==> src/rtl/jtag_pkg.sv <==
`default_nettype none
// ============================================================================
//  Module      : jtag_pkg
//  Description : Shared types for the JTAG-to-AXI debug manager: descriptor,
//                completion record, completion status and FSM state encodings.
//  Revision    : 1.0 - initial release
// ============================================================================

`ifndef AXI_ADDR_WIDTH
`define AXI_ADDR_WIDTH 32
`endif

`ifndef AXI_DATA_WIDTH
`define AXI_DATA_WIDTH 32
`endif

package jtag_pkg;

    localparam int c_AXI_ADDR_W = `AXI_ADDR_WIDTH;
    localparam int c_AXI_DATA_W = `AXI_DATA_WIDTH;
    localparam int c_AXI_STRB_W = c_AXI_DATA_W / 8;
    localparam int c_AXI_ID_W   = 4;

    // Completion status reported back to the JTAG side
    typedef enum logic [1:0] {
        TXN_OKAY    = 2'd0,
        TXN_SLVERR  = 2'd1,
        TXN_DECERR  = 2'd2,
        TXN_TIMEOUT = 2'd3
    } txn_status_t;

    // Manager FSM states
    typedef enum logic [2:0] {
        ST_IDLE         = 3'd0,
        ST_WR_ADDR_DATA = 3'd1,
        ST_WR_RESP      = 3'd2,
        ST_RD_ADDR      = 3'd3,
        ST_RD_DATA      = 3'd4,
        ST_REPORT       = 3'd5
    } jtag_axi_mgr_st_t;

    typedef struct packed {
        logic                    start;
        logic                    wr;
        logic [2:0]              size;
        logic [c_AXI_STRB_W-1:0] wstrb;
    } s_axi_jtag_ctrl_t;

    typedef struct packed {
        logic [c_AXI_ADDR_W-1:0] addr;
        logic [c_AXI_DATA_W-1:0] data_wr;
        s_axi_jtag_ctrl_t        ctrl;
    } s_axi_jtag_info_t;

    typedef struct packed {
        logic [c_AXI_DATA_W-1:0] data_rd;
        logic [1:0]              resp;
        txn_status_t             txn_status;
    } s_axi_jtag_status_t;

    // EXOKAY is folded into OKAY: the debug path only cares about success.
    function automatic txn_status_t resp_to_status(input logic [1:0] resp);
        case (resp)
            2'b10:   return TXN_SLVERR;
            2'b11:   return TXN_DECERR;
            default: return TXN_OKAY;
        endcase
    endfunction

endpackage

`default_nettype wire

==> src/rtl/jtag_axi_mgr_if.sv <==
`default_nettype none
// ============================================================================
//  Module      : jtag_axi_mgr_if
//  Description : Single-beat AXI4 bus bundle between the debug manager and the
//                interconnect. ID echo and RLAST are not carried: the manager
//                only ever issues one single-beat transaction with ID 0.
//  Revision    : 1.0 - initial release
// ============================================================================

interface jtag_axi_mgr_if;
    import jtag_pkg::*;

    logic [c_AXI_ID_W-1:0]   awid;
    logic [c_AXI_ADDR_W-1:0] awaddr;
    logic [7:0]              awlen;
    logic [2:0]              awsize;
    logic [1:0]              awburst;
    logic                    awlock;
    logic [3:0]              awcache;
    logic [2:0]              awprot;
    logic [3:0]              awqos;
    logic                    awvalid;
    logic                    awready;

    logic [c_AXI_DATA_W-1:0] wdata;
    logic [c_AXI_STRB_W-1:0] wstrb;
    logic                    wlast;
    logic                    wvalid;
    logic                    wready;

    logic [1:0]              bresp;
    logic                    bvalid;
    logic                    bready;

    logic [c_AXI_ID_W-1:0]   arid;
    logic [c_AXI_ADDR_W-1:0] araddr;
    logic [7:0]              arlen;
    logic [2:0]              arsize;
    logic [1:0]              arburst;
    logic                    arlock;
    logic [3:0]              arcache;
    logic [2:0]              arprot;
    logic [3:0]              arqos;
    logic                    arvalid;
    logic                    arready;

    logic [c_AXI_DATA_W-1:0] rdata;
    logic [1:0]              rresp;
    logic                    rvalid;
    logic                    rready;

    modport master (
        output awid, awaddr, awlen, awsize, awburst, awlock, awcache, awprot, awqos, awvalid,
        input  awready,
        output wdata, wstrb, wlast, wvalid,
        input  wready,
        input  bresp, bvalid,
        output bready,
        output arid, araddr, arlen, arsize, arburst, arlock, arcache, arprot, arqos, arvalid,
        input  arready,
        input  rdata, rresp, rvalid,
        output rready
    );

    modport slave (
        input  awid, awaddr, awlen, awsize, awburst, awlock, awcache, awprot, awqos, awvalid,
        output awready,
        input  wdata, wstrb, wlast, wvalid,
        output wready,
        output bresp, bvalid,
        input  bready,
        input  arid, araddr, arlen, arsize, arburst, arlock, arcache, arprot, arqos, arvalid,
        output arready,
        output rdata, rresp, rvalid,
        input  rready
    );

endinterface

`default_nettype wire

==> src/rtl/jtag_axi_tmo.sv <==
`default_nettype none
// ============================================================================
//  Module      : jtag_axi_tmo
//  Description : Clearable, enabled transaction timeout counter with a
//                terminal-count flag raised at TIMEOUT_CYCLES-1.
//  Revision    : 1.0 - initial release
// ============================================================================

module jtag_axi_tmo #(
    parameter int unsigned TIMEOUT_CYCLES = 4096
) (
    input  wire logic clk,
    input  wire logic rst,
    input  wire logic i_clr,
    input  wire logic i_en,
    output logic      o_tc
);

    localparam int unsigned             c_CNT_W = $clog2(TIMEOUT_CYCLES);
    localparam logic [c_CNT_W-1:0]      c_TC    = c_CNT_W'(TIMEOUT_CYCLES - 1);

    logic [c_CNT_W-1:0] r_count;

    // Clear wins over enable so a fresh transaction always starts from zero
    always_ff @(posedge clk) begin
        if (rst || i_clr) begin
            r_count <= '0;
        end else if (i_en) begin
            r_count <= r_count + 1'b1;
        end
    end

    assign o_tc = (r_count == c_TC);

endmodule

`default_nettype wire

==> src/rtl/jtag_axi_mgr.sv <==
`default_nettype none
// ============================================================================
//  Module      : jtag_axi_mgr
//  Description : Single-outstanding AXI4 manager for the JTAG debug path. Pops
//                one descriptor, issues one single-beat read or write, pushes
//                a completion record, and times out a hung interconnect.
//  Revision    : 1.0 - initial release
// ============================================================================

module jtag_axi_mgr
    import jtag_pkg::*;
#(
    parameter int unsigned TIMEOUT_CYCLES = 4096
) (
    input  wire logic                clk,
    input  wire logic                rst,
    input  wire logic                req_valid_i,
    output logic                     req_ready_o,
    input  wire s_axi_jtag_info_t    req_info_i,
    output logic                     sts_valid_o,
    input  wire logic                sts_ready_i,
    output s_axi_jtag_status_t       sts_o,
    output logic                     busy_o,
    jtag_axi_mgr_if.master           axi
);

    jtag_axi_mgr_st_t        r_state;
    logic [c_AXI_ADDR_W-1:0] r_addr;
    logic [c_AXI_DATA_W-1:0] r_wdata;
    logic [2:0]              r_size;
    logic [c_AXI_STRB_W-1:0] r_wstrb;
    logic                    r_awvalid;
    logic                    r_wvalid;
    logic                    r_bready;
    logic                    r_arvalid;
    logic                    r_rready;
    logic                    r_sts_valid;
    logic                    r_busy;
    s_axi_jtag_status_t      r_sts;

    logic                    w_accept;
    logic                    w_tmo_en;
    logic                    w_tc;
    logic                    w_aw_done;
    logic                    w_w_done;

    assign w_accept  = (r_state == ST_IDLE) && req_valid_i;
    assign w_tmo_en  = (r_state == ST_WR_ADDR_DATA) || (r_state == ST_WR_RESP) ||
                       (r_state == ST_RD_ADDR)      || (r_state == ST_RD_DATA);
    // A channel counts as done once its valid has dropped or it handshakes now
    assign w_aw_done = !r_awvalid || axi.awready;
    assign w_w_done  = !r_wvalid  || axi.wready;

    jtag_axi_tmo #(
        .TIMEOUT_CYCLES (TIMEOUT_CYCLES)
    ) u_tmo (
        .clk   (clk),
        .rst   (rst),
        .i_clr (w_accept),
        .i_en  (w_tmo_en),
        .o_tc  (w_tc)
    );

    // Transaction sequencer: every output except req_ready_o is registered here
    always_ff @(posedge clk) begin
        if (rst) begin
            r_state     <= ST_IDLE;
            r_addr      <= '0;
            r_wdata     <= '0;
            r_size      <= '0;
            r_wstrb     <= '0;
            r_awvalid   <= 1'b0;
            r_wvalid    <= 1'b0;
            r_bready    <= 1'b0;
            r_arvalid   <= 1'b0;
            r_rready    <= 1'b0;
            r_sts_valid <= 1'b0;
            r_busy      <= 1'b0;
            r_sts       <= '0;
        end else begin
            unique case (r_state)
                ST_IDLE: begin
                    if (req_valid_i) begin
                        r_addr  <= req_info_i.addr;
                        r_wdata <= req_info_i.data_wr;
                        r_size  <= req_info_i.ctrl.size;
                        r_wstrb <= req_info_i.ctrl.wstrb;
                        // start = 0 descriptors are popped and dropped
                        if (req_info_i.ctrl.start) begin
                            r_busy <= 1'b1;
                            if (req_info_i.ctrl.wr) begin
                                r_state   <= ST_WR_ADDR_DATA;
                                r_awvalid <= 1'b1;
                                r_wvalid  <= 1'b1;
                            end else begin
                                r_state   <= ST_RD_ADDR;
                                r_arvalid <= 1'b1;
                            end
                        end
                    end
                end

                ST_WR_ADDR_DATA: begin
                    if (w_tc) begin
                        r_awvalid   <= 1'b0;
                        r_wvalid    <= 1'b0;
                        r_state     <= ST_REPORT;
                        r_sts_valid <= 1'b1;
                        r_sts       <= '{data_rd: '0, resp: 2'b11, txn_status: TXN_TIMEOUT};
                    end else begin
                        if (axi.awready) r_awvalid <= 1'b0;
                        if (axi.wready)  r_wvalid  <= 1'b0;
                        if (w_aw_done && w_w_done) begin
                            r_state  <= ST_WR_RESP;
                            r_bready <= 1'b1;
                        end
                    end
                end

                ST_WR_RESP: begin
                    // A response arriving on the terminal cycle still completes
                    if (axi.bvalid) begin
                        r_bready    <= 1'b0;
                        r_state     <= ST_REPORT;
                        r_sts_valid <= 1'b1;
                        r_sts       <= '{data_rd: '0, resp: axi.bresp,
                                         txn_status: resp_to_status(axi.bresp)};
                    end else if (w_tc) begin
                        r_bready    <= 1'b0;
                        r_state     <= ST_REPORT;
                        r_sts_valid <= 1'b1;
                        r_sts       <= '{data_rd: '0, resp: 2'b11, txn_status: TXN_TIMEOUT};
                    end
                end

                ST_RD_ADDR: begin
                    if (w_tc) begin
                        r_arvalid   <= 1'b0;
                        r_state     <= ST_REPORT;
                        r_sts_valid <= 1'b1;
                        r_sts       <= '{data_rd: '0, resp: 2'b11, txn_status: TXN_TIMEOUT};
                    end else if (axi.arready) begin
                        r_arvalid <= 1'b0;
                        r_rready  <= 1'b1;
                        r_state   <= ST_RD_DATA;
                    end
                end

                ST_RD_DATA: begin
                    if (axi.rvalid) begin
                        r_rready    <= 1'b0;
                        r_state     <= ST_REPORT;
                        r_sts_valid <= 1'b1;
                        r_sts       <= '{data_rd: axi.rdata, resp: axi.rresp,
                                         txn_status: resp_to_status(axi.rresp)};
                    end else if (w_tc) begin
                        r_rready    <= 1'b0;
                        r_state     <= ST_REPORT;
                        r_sts_valid <= 1'b1;
                        r_sts       <= '{data_rd: '0, resp: 2'b11, txn_status: TXN_TIMEOUT};
                    end
                end

                ST_REPORT: begin
                    // Hold the record stable until the status FIFO has room
                    if (sts_ready_i) begin
                        r_sts_valid <= 1'b0;
                        r_busy      <= 1'b0;
                        r_state     <= ST_IDLE;
                    end
                end

                default: begin
                    r_state <= ST_IDLE;
                    r_busy  <= 1'b0;
                end
            endcase
        end
    end

    assign req_ready_o = (r_state == ST_IDLE);
    assign sts_valid_o = r_sts_valid;
    assign sts_o       = r_sts;
    assign busy_o      = r_busy;

    assign axi.awid    = '0;
    assign axi.awaddr  = r_addr;
    assign axi.awlen   = 8'd0;
    assign axi.awsize  = r_size;
    assign axi.awburst = 2'b01;
    assign axi.awlock  = 1'b0;
    assign axi.awcache = 4'd0;
    assign axi.awprot  = 3'd0;
    assign axi.awqos   = 4'd0;
    assign axi.awvalid = r_awvalid;

    assign axi.wdata   = r_wdata;
    assign axi.wstrb   = r_wstrb;
    assign axi.wlast   = 1'b1;
    assign axi.wvalid  = r_wvalid;

    assign axi.bready  = r_bready;

    assign axi.arid    = '0;
    assign axi.araddr  = r_addr;
    assign axi.arlen   = 8'd0;
    assign axi.arsize  = r_size;
    assign axi.arburst = 2'b01;
    assign axi.arlock  = 1'b0;
    assign axi.arcache = 4'd0;
    assign axi.arprot  = 3'd0;
    assign axi.arqos   = 4'd0;
    assign axi.arvalid = r_arvalid;

    assign axi.rready  = r_rready;

endmodule

`default_nettype wire
==> src/flat_wrapper.sv <==
// flat-port wrapper written by rule: the top's interface ports become plain ports
module jtag_axi_mgr_flat import jtag_pkg::*;
#(
    parameter int unsigned TIMEOUT_CYCLES = 4096
)
  (clk, rst, req_valid_i, req_ready_o, req_info_i, sts_valid_o, sts_ready_i, sts_o, busy_o, axi_awid, axi_awaddr, axi_awlen, axi_awsize, axi_awburst, axi_awlock, axi_awcache, axi_awprot, axi_awqos, axi_awvalid, axi_awready, axi_wdata, axi_wstrb, axi_wlast, axi_wvalid, axi_wready, axi_bresp, axi_bvalid, axi_bready, axi_arid, axi_araddr, axi_arlen, axi_arsize, axi_arburst, axi_arlock, axi_arcache, axi_arprot, axi_arqos, axi_arvalid, axi_arready, axi_rdata, axi_rresp, axi_rvalid, axi_rready);
  jtag_axi_mgr_if axi_i ();
  input  wire logic clk;
  input  wire logic rst;
  input  wire logic req_valid_i;
  output logic req_ready_o;
  input  wire s_axi_jtag_info_t req_info_i;
  output logic sts_valid_o;
  input  wire logic sts_ready_i;
  output s_axi_jtag_status_t sts_o;
  output logic busy_o;
  output wire logic [$bits(axi_i.awid)-1:0] axi_awid;
  output wire logic [$bits(axi_i.awaddr)-1:0] axi_awaddr;
  output wire logic [$bits(axi_i.awlen)-1:0] axi_awlen;
  output wire logic [$bits(axi_i.awsize)-1:0] axi_awsize;
  output wire logic [$bits(axi_i.awburst)-1:0] axi_awburst;
  output wire logic [$bits(axi_i.awlock)-1:0] axi_awlock;
  output wire logic [$bits(axi_i.awcache)-1:0] axi_awcache;
  output wire logic [$bits(axi_i.awprot)-1:0] axi_awprot;
  output wire logic [$bits(axi_i.awqos)-1:0] axi_awqos;
  output wire logic [$bits(axi_i.awvalid)-1:0] axi_awvalid;
  input wire logic [$bits(axi_i.awready)-1:0] axi_awready;
  output wire logic [$bits(axi_i.wdata)-1:0] axi_wdata;
  output wire logic [$bits(axi_i.wstrb)-1:0] axi_wstrb;
  output wire logic [$bits(axi_i.wlast)-1:0] axi_wlast;
  output wire logic [$bits(axi_i.wvalid)-1:0] axi_wvalid;
  input wire logic [$bits(axi_i.wready)-1:0] axi_wready;
  input wire logic [$bits(axi_i.bresp)-1:0] axi_bresp;
  input wire logic [$bits(axi_i.bvalid)-1:0] axi_bvalid;
  output wire logic [$bits(axi_i.bready)-1:0] axi_bready;
  output wire logic [$bits(axi_i.arid)-1:0] axi_arid;
  output wire logic [$bits(axi_i.araddr)-1:0] axi_araddr;
  output wire logic [$bits(axi_i.arlen)-1:0] axi_arlen;
  output wire logic [$bits(axi_i.arsize)-1:0] axi_arsize;
  output wire logic [$bits(axi_i.arburst)-1:0] axi_arburst;
  output wire logic [$bits(axi_i.arlock)-1:0] axi_arlock;
  output wire logic [$bits(axi_i.arcache)-1:0] axi_arcache;
  output wire logic [$bits(axi_i.arprot)-1:0] axi_arprot;
  output wire logic [$bits(axi_i.arqos)-1:0] axi_arqos;
  output wire logic [$bits(axi_i.arvalid)-1:0] axi_arvalid;
  input wire logic [$bits(axi_i.arready)-1:0] axi_arready;
  input wire logic [$bits(axi_i.rdata)-1:0] axi_rdata;
  input wire logic [$bits(axi_i.rresp)-1:0] axi_rresp;
  input wire logic [$bits(axi_i.rvalid)-1:0] axi_rvalid;
  output wire logic [$bits(axi_i.rready)-1:0] axi_rready;
  assign axi_awid = axi_i.awid;
  assign axi_awaddr = axi_i.awaddr;
  assign axi_awlen = axi_i.awlen;
  assign axi_awsize = axi_i.awsize;
  assign axi_awburst = axi_i.awburst;
  assign axi_awlock = axi_i.awlock;
  assign axi_awcache = axi_i.awcache;
  assign axi_awprot = axi_i.awprot;
  assign axi_awqos = axi_i.awqos;
  assign axi_awvalid = axi_i.awvalid;
  assign axi_i.awready = axi_awready;
  assign axi_wdata = axi_i.wdata;
  assign axi_wstrb = axi_i.wstrb;
  assign axi_wlast = axi_i.wlast;
  assign axi_wvalid = axi_i.wvalid;
  assign axi_i.wready = axi_wready;
  assign axi_i.bresp = axi_bresp;
  assign axi_i.bvalid = axi_bvalid;
  assign axi_bready = axi_i.bready;
  assign axi_arid = axi_i.arid;
  assign axi_araddr = axi_i.araddr;
  assign axi_arlen = axi_i.arlen;
  assign axi_arsize = axi_i.arsize;
  assign axi_arburst = axi_i.arburst;
  assign axi_arlock = axi_i.arlock;
  assign axi_arcache = axi_i.arcache;
  assign axi_arprot = axi_i.arprot;
  assign axi_arqos = axi_i.arqos;
  assign axi_arvalid = axi_i.arvalid;
  assign axi_i.arready = axi_arready;
  assign axi_i.rdata = axi_rdata;
  assign axi_i.rresp = axi_rresp;
  assign axi_i.rvalid = axi_rvalid;
  assign axi_rready = axi_i.rready;
  jtag_axi_mgr #(.TIMEOUT_CYCLES(TIMEOUT_CYCLES)) u_core (.clk(clk), .rst(rst), .req_valid_i(req_valid_i), .req_ready_o(req_ready_o), .req_info_i(req_info_i), .sts_valid_o(sts_valid_o), .sts_ready_i(sts_ready_i), .sts_o(sts_o), .busy_o(busy_o), .axi(axi_i));
endmodule
==> config.mk <==
export PLATFORM = sky130hd
export DESIGN_NAME = jtag_axi_mgr_flat
export DESIGN_NICKNAME = d
export VERILOG_FILES = /design/src/rtl/jtag_pkg.sv /design/src/rtl/jtag_axi_mgr_if.sv /design/src/rtl/jtag_axi_tmo.sv /design/src/rtl/jtag_axi_mgr.sv /design/src/flat_wrapper.sv
export SDC_FILE = /design/constraint.sdc
export NUM_CORES = 1
export LEC_CHECK = 0
export BUFFER_PORTS_ARGS = -buffer_cell sky130_fd_sc_hd__buf_2
export CORE_MARGIN = 4
export CORE_UTILIZATION = 30
export CTS_BUF_LIST = sky130_fd_sc_hd__clkbuf_4
export CTS_CLUSTER_DIAMETER = 60
export DETAILED_ROUTE_END_ITERATION = 10
export PLACE_DENSITY = 0.69
export SKIP_LAST_GASP = 1
export SLEW_MARGIN = 20
export SYNTH_ARGS = -nofsm -noshare
export SYNTH_HDL_FRONTEND = slang
export SYNTH_SLANG_ARGS = --single-unit
==> constraint.sdc <==
create_clock -name clk -period 2.6 [get_ports clk]
set_input_delay 0.13 -clock clk [delete_from_list [all_inputs] [get_ports clk]]
set_output_delay 0.13 -clock clk [all_outputs]
set_load 0.05 [all_outputs]
; ---- Word-level counts from Yosys, hierarchy flattened
; Cells that the tools add are included.
[word_totals]
out_inout_bits = 203
word_cells = 121
reg_bits = 129
[op_classes]
reduce_logical = 28
bitwise = 1
mux = 50
eq_ne = 25
add_sub_neg = 1
[op_table]
columns = op, count
row1 = $mux 36, 3
row2 = $pmux 36 s3, 1
row3 = $mux 3, 10
row4 = $mux 1, 25
row5 = $reduce_and 5->1, 4
row6 = $ne 3x3->1 const B, 6
row7 = $pmux 3 s6, 1
row8 = $ne 2x2->1 const B, 7
row9 = $add 12x1->12 const B, 1
row10 = $eq 12x12->1 const B, 1
row11 = $reduce_and 4->1, 3
row12 = $pmux 1 s2, 5
row13 = $eq 2x2->1 const B, 4
row14 = $pmux 2 s2, 2
row15 = $reduce_bool 2->1, 4
row16 = $eq 3x2->1 const B, 2
row17 = $eq 3x3->1 const B, 2
row18 = $logic_or 1x1->1, 6
row19 = $ne 2x1->1 const B, 2
row20 = $pmux 1 s4, 1
row21 = $reduce_and 2->1, 2
row22 = $reduce_bool 4->1, 1
row23 = $reduce_or 4->1, 1
row24 = $eq 3x1->1 const B, 1
row25 = 8 further kinds, 10

; ---- Longest topological paths before layout
[logic_depth]
word_depth = 6
depth_mapped = 8

; ---- Cells and area by module
; From an unflattened synthesis, not the netlist that was laid out.
[unflattened]
cells_unflattened = 660
area_unflattened_um2 = 5691.7
[modules_own_cells]
columns = mod, area_per_inst_um2, n_inst, cells_each, seq_area_each_um2
row1 = jtag_axi_mgr, 5104.9, 1, 592, 2342.2
row2 = jtag_axi_tmo, 586.8, 1, 68, 240.2

; ---- Least setup slack after synthesis
; No wires, ideal clock.
[synth_timing]
path_kind = register to register
startpoint = register u_core.u_tmo.r_count[0]
endpoint = register u_core.r_sts (netlist bit u_core.sts_o[10])
path_slack_ps = 733
synth_period_minus_slack_ps = 1867
arrival_time_ps = 1750
path_stages_with_launch = 9
setup_time_ps = 117
path_cell_list = dfxtp_1 > ha_1 > nand3_1 > or4_4 > buf_6 > nand3_1 > a21oi_1 > buf_2 > a22o_1
[synth_between]
elab_chain_len = 4
[synth_lines]
columns = element, line_no
row1 = start: declaration, jtag_axi_tmo.sv:22  ; logic [c_CNT_W-1:0] r_count;
row2 = start signal: assignment, jtag_axi_tmo.sv:29  ; r_count <= r_count + 1'b1;
row3 = $eq 12x12->1 (*), jtag_axi_tmo.sv:33  ; assign o_tc = (r_count == c_TC);
row4 = $mux 36 (*), n/a
row5 = $mux 36 (on tied branches), n/a
row6 = $pmux 36 s3 (*), n/a
row7 = end signal: assignment, jtag_axi_mgr.sv:109  ; r_sts <= '{data_rd: '0, resp: 2'b11, txn_status: TXN_TIMEOUT};
row8 = end signal: assignment, jtag_axi_mgr.sv:126  ; r_sts <= '{data_rd: '0, resp: axi.bresp,
row9 = end signal: assignment, jtag_axi_mgr.sv:132  ; r_sts <= '{data_rd: '0, resp: 2'b11, txn_status: TXN_TIMEOUT};
row10 = end: declaration, jtag_axi_mgr.sv:39  ; s_axi_jtag_status_t r_sts;
; Every way passes the cells marked *; elsewhere a longest branch is shown, timed or not.
; A chain may end at the register's enable or synchronous reset.

; ---- Worst setup path in the final report
[layout_timing]
startpoint = register u_core.r_state[0]
endpoint = register u_core.r_sts (netlist bit u_core.sts_o[1])
[layout_between]
elab_chain_len = 3
[layout_lines]
columns = element, line_no
row1 = start: declaration, jtag_axi_mgr.sv:27  ; jtag_axi_mgr_st_t r_state;
row2 = start signal: assignment, jtag_axi_mgr.sv:67  ; r_state <= ST_IDLE;
row3 = start signal: assignment, jtag_axi_mgr.sv:92  ; r_state <= ST_WR_ADDR_DATA;
row4 = start signal: assignment, jtag_axi_mgr.sv:96  ; r_state <= ST_RD_ADDR;
row5 = $eq 3x2->1 or $eq 3x1->1 (tied branches), jtag_axi_mgr.sv:81  ; unique case (r_state)
row6 = $reduce_or 2->1 (no line), n/a
row7 = $pmux 36 s3 or $reduce_bool 3->1 (tied branches), n/a
; Several ways; a longest one is shown, not always the timed one.

==> impl_metrics.ini <==
[status]
outcome = finished clean

[clocking]
clkSinkCount = 129
cts_tree = yes
cts_root_buf = clkbuf_4
cts_max_level = 4
numCtsBuffers = 17
insertion_delay_ns = 0.53
path_clk_slew_ns = 0.12
postCtsSetupRepairBufs = 0
clockBufferDepth = 2

[worst_setup_path]
critPathMaxStageDelay_ns = 0.58
r2r-start = u_core.r_state[0]$_SDFFE_PP0P_
worstRegToRegCells = 6
cpLargestDelayFamily = buffers and inverters
cp_num_buf_inv = 2
rrSetupSlack_ns = 0.27
cpMaxStageDelayCell = dfxtp_1
critical_path_class = reg -> reg
reg2reg_to = u_core.sts_o[1]$_SDFFE_PP0P_
worstPathMaxFanout = 16
arrival_ns = 2.76
cp.depth = 6
end_kind = flop
startpoint = u_core.r_state[0]$_SDFFE_PP0P_
crit_path_start_kind = flop
worstPathCellList = buf_4, nor3b_1, nor3_1, a22oi_1, dlygate4sd3_1, a311oi_1
crit_end = u_core.sts_o[1]$_SDFFE_PP0P_
required_ns = 3.03

[synth]
synth-compound-area-share_pct = 18.19
synth_top_family_by_area = compound AO/OA/AOI/OAI gates
synth-simple-area-share_pct = 17.88
yosys.area_share.adder_pct = 0.2254
yosys_warnings = 0
avgSynthCellArea_um2 = 8.247
synth_enable_flop_cells = 0
synthArstFlopShare_pct = 0
synth.area.mux_share_pct = 0
yosys_most_used_dff = dfxtp_1
seq_area_frac_synth_pct = 46.53
ys_ff_latch = 129
syn_inst = 673
syn_area_um2 = 5550
synth-xor-area-share_pct = 1.420
ys_types = 50

[power_and_ir_drop]
total_leakage_power_nw = 3.855
powerDensity_nw_per_um2 = 898.5
ir_drop_v = 0.0003435

[sta]
hold_viol = 0
grt_setup_unrepaired = false
relSlewSlack_pct = 45.69
fin_tns_setup_ns = 0
hold_ws_ns = 0.09125
finalMaxSlewViolations = 0
fmax_ghz = 0.4298
period_share_pct = 89.48
post-route-min-period_ns = 2.327
tightest_slew_ns = 0.8146
setup_viol = 0
clock_skew_ns = 0.01355

[place]
place.gp.congestion = 0.8473
placed_cells = 1104
place_area_um2 = 6651
place.port_buffers = 267
hpwl_um = 11930

[drt]
postRouteWirelength_um = 17830
routed_via_density = 4.480
drtIter0Drc = 207
wl_met2_um = 8923
route.top_layer_used = met4
wl_met1_um = 6860
vias = 5595
wl_met3_um = 1662
remaining_drc_errors = 0
detail-route-antenna-nets = 0
routedWlPerCell_um = 14.28
dr.pass1.iters = 4

[floorplanning]
die-width_um = 144.0
die_height_um = 144.0
core_um2 = 18090
rows = 49
num_io_pins = 321
start_util_pct = 30.69
die-area_um2 = 20740

[grt]
antenna_found_initial = 1
grt.total_usage_pct = 16.42
grt_pass1_vias = 5379
grt_pass1_wl_um = 26840
grt-ovfl-total = 0
grt_start_max_net_pins = 53

[min_path]
worstHoldPathCells = 4
hp-class = in -> reg
worstHoldStart = req_valid_i

[cells_and_area]
drive_above_1_share_pct = 31.70
layout_common_cells = buf_2, nand2_1, dfxtp_1
final_common_cell = buf_2
nets = 1125
final_cell_area_um2 = 8122
syn_to_final_growth_pct = 46.33
final_cell_count_no_fill = 1249
fillers = 1770

[run]
cap_violations = 0
==> cell usage after synthesis, types with 2 or more instances <==
cell type	n	area share, %
a22oi_1	2	0.27
nor2_1	27	1.8
conb_1	2	0.14
nand2_1	162	11
nand3_1	4	0.36
a31oi_1	3	0.34
or3_1	5	0.56
dfxtp_1	129	47
xnor2_1	3	0.47
a211oi_1	2	0.27
clkbuf_1	32	2.2
nor4_1	3	0.34
inv_1	7	0.47
a221oi_1	2	0.32
nand3b_1	2	0.27
o21ai_0	16	1.4
nand2b_1	4	0.45
xor2_1	6	0.95
or2b_2	2	0.32
o21a_1	4	0.54
buf_4	90	12
nor3_1	4	0.36
and2_1	3	0.34
nor3b_1	2	0.27
a21oi_1	94	8.5
buf_2	6	0.54
a22o_1	32	5.0
nand4_1	3	0.34
==> cell type report <==
cell class	count	area (um^2)	share of cell area, %
well taps	229	286.5	3.528
repair buffers	392	2567	31.61
multi-input cells	458	2306	28.39
inverters	8	30.03	0.3697
clock buffers	18	135.1	1.664
diodes	1	2.502	0.03081
flip-flops and latches	129	2582	31.80
clock inverters	14	211.5	2.604
==> how the worst min path moves through the flow <==
stage                                           end  slack, ns
finish              u_core.axi.arvalid$_SDFFE_PP0P_       0.09
global route        u_core.axi.arvalid$_SDFFE_PP0P_       0.03
CTS                 u_core.axi.arvalid$_SDFFE_PP0P_       0.02
detailed placement    u_core.sts_o[28]$_SDFFE_PP0P_       0.35
global placement      u_core.sts_o[15]$_SDFFE_PP0P_       0.35
floorplan             u_core.sts_o[10]$_SDFFE_PP0P_       0.26
==> worst min-delay path, cell delays in order <==
cell	delay (ns)
buf_2	0.14
nand2_1	0.12
or3_1	0.13
a21oi_1	0.06
==> registers in the layout (all words and copies together), names as in the netlist <==
name,count
u_core.axi.rready,1
u_core.r_state,3
u_core.u_tmo.r_count,12
u_core.axi.wvalid,1
u_core.axi.arsize,3
u_core.axi.bready,1
u_core.axi.wdata,32
u_core.axi.awvalid,1
u_core.sts_o,36
u_core.sts_valid_o,1
u_core.axi.arvalid,1
u_core.axi.wstrb,4
u_core.axi.araddr,32
u_core.busy_o,1
==> per-stage QoR <==
step	setup slack [ns]	util (%)	total power, mW
after floorplan	0.7332	-	5.005
after global routing	0.1220	44.90	7.745
final	0.2734	44.90	7.297
after global placement	0.5450	36.78	5.568
after CTS	0.3313	44.89	7.374
after detailed placement	0.5332	36.78	5.587
==> power breakdown <==
group	internal, mW	switching (mW)	total (mW)
logic	0.819	2.41	3.23
registers	2.25	0.187	2.44
clock network	0.870	0.762	1.63
total	3.94	3.36	7.30
==> what timing repair did <==
action,4_1_cts,5_1_grt
resized for setup,0,0
hold buffers,112,0
hold endpoints to repair,111,0
==> layer usage <==
metal,global-route usage (%),vias up
met3,6.316,28
met1,17.48,2532
met5,0,-
met2,29.15,249
met4,6.640,0
li1,-,2786
==> kinds of logic (layout without fill, tap and decap cells) <==
family          count (synthesis)  in the layout
fa+ha+maj                       1              1
simple gates                  230            230
compound gates                165            165
other cells                     2             54
xor+xnor                        9              9
flops                         129            129
buf+inv                       137            432
No activity file was read; power rests on OpenSTA's default activity.
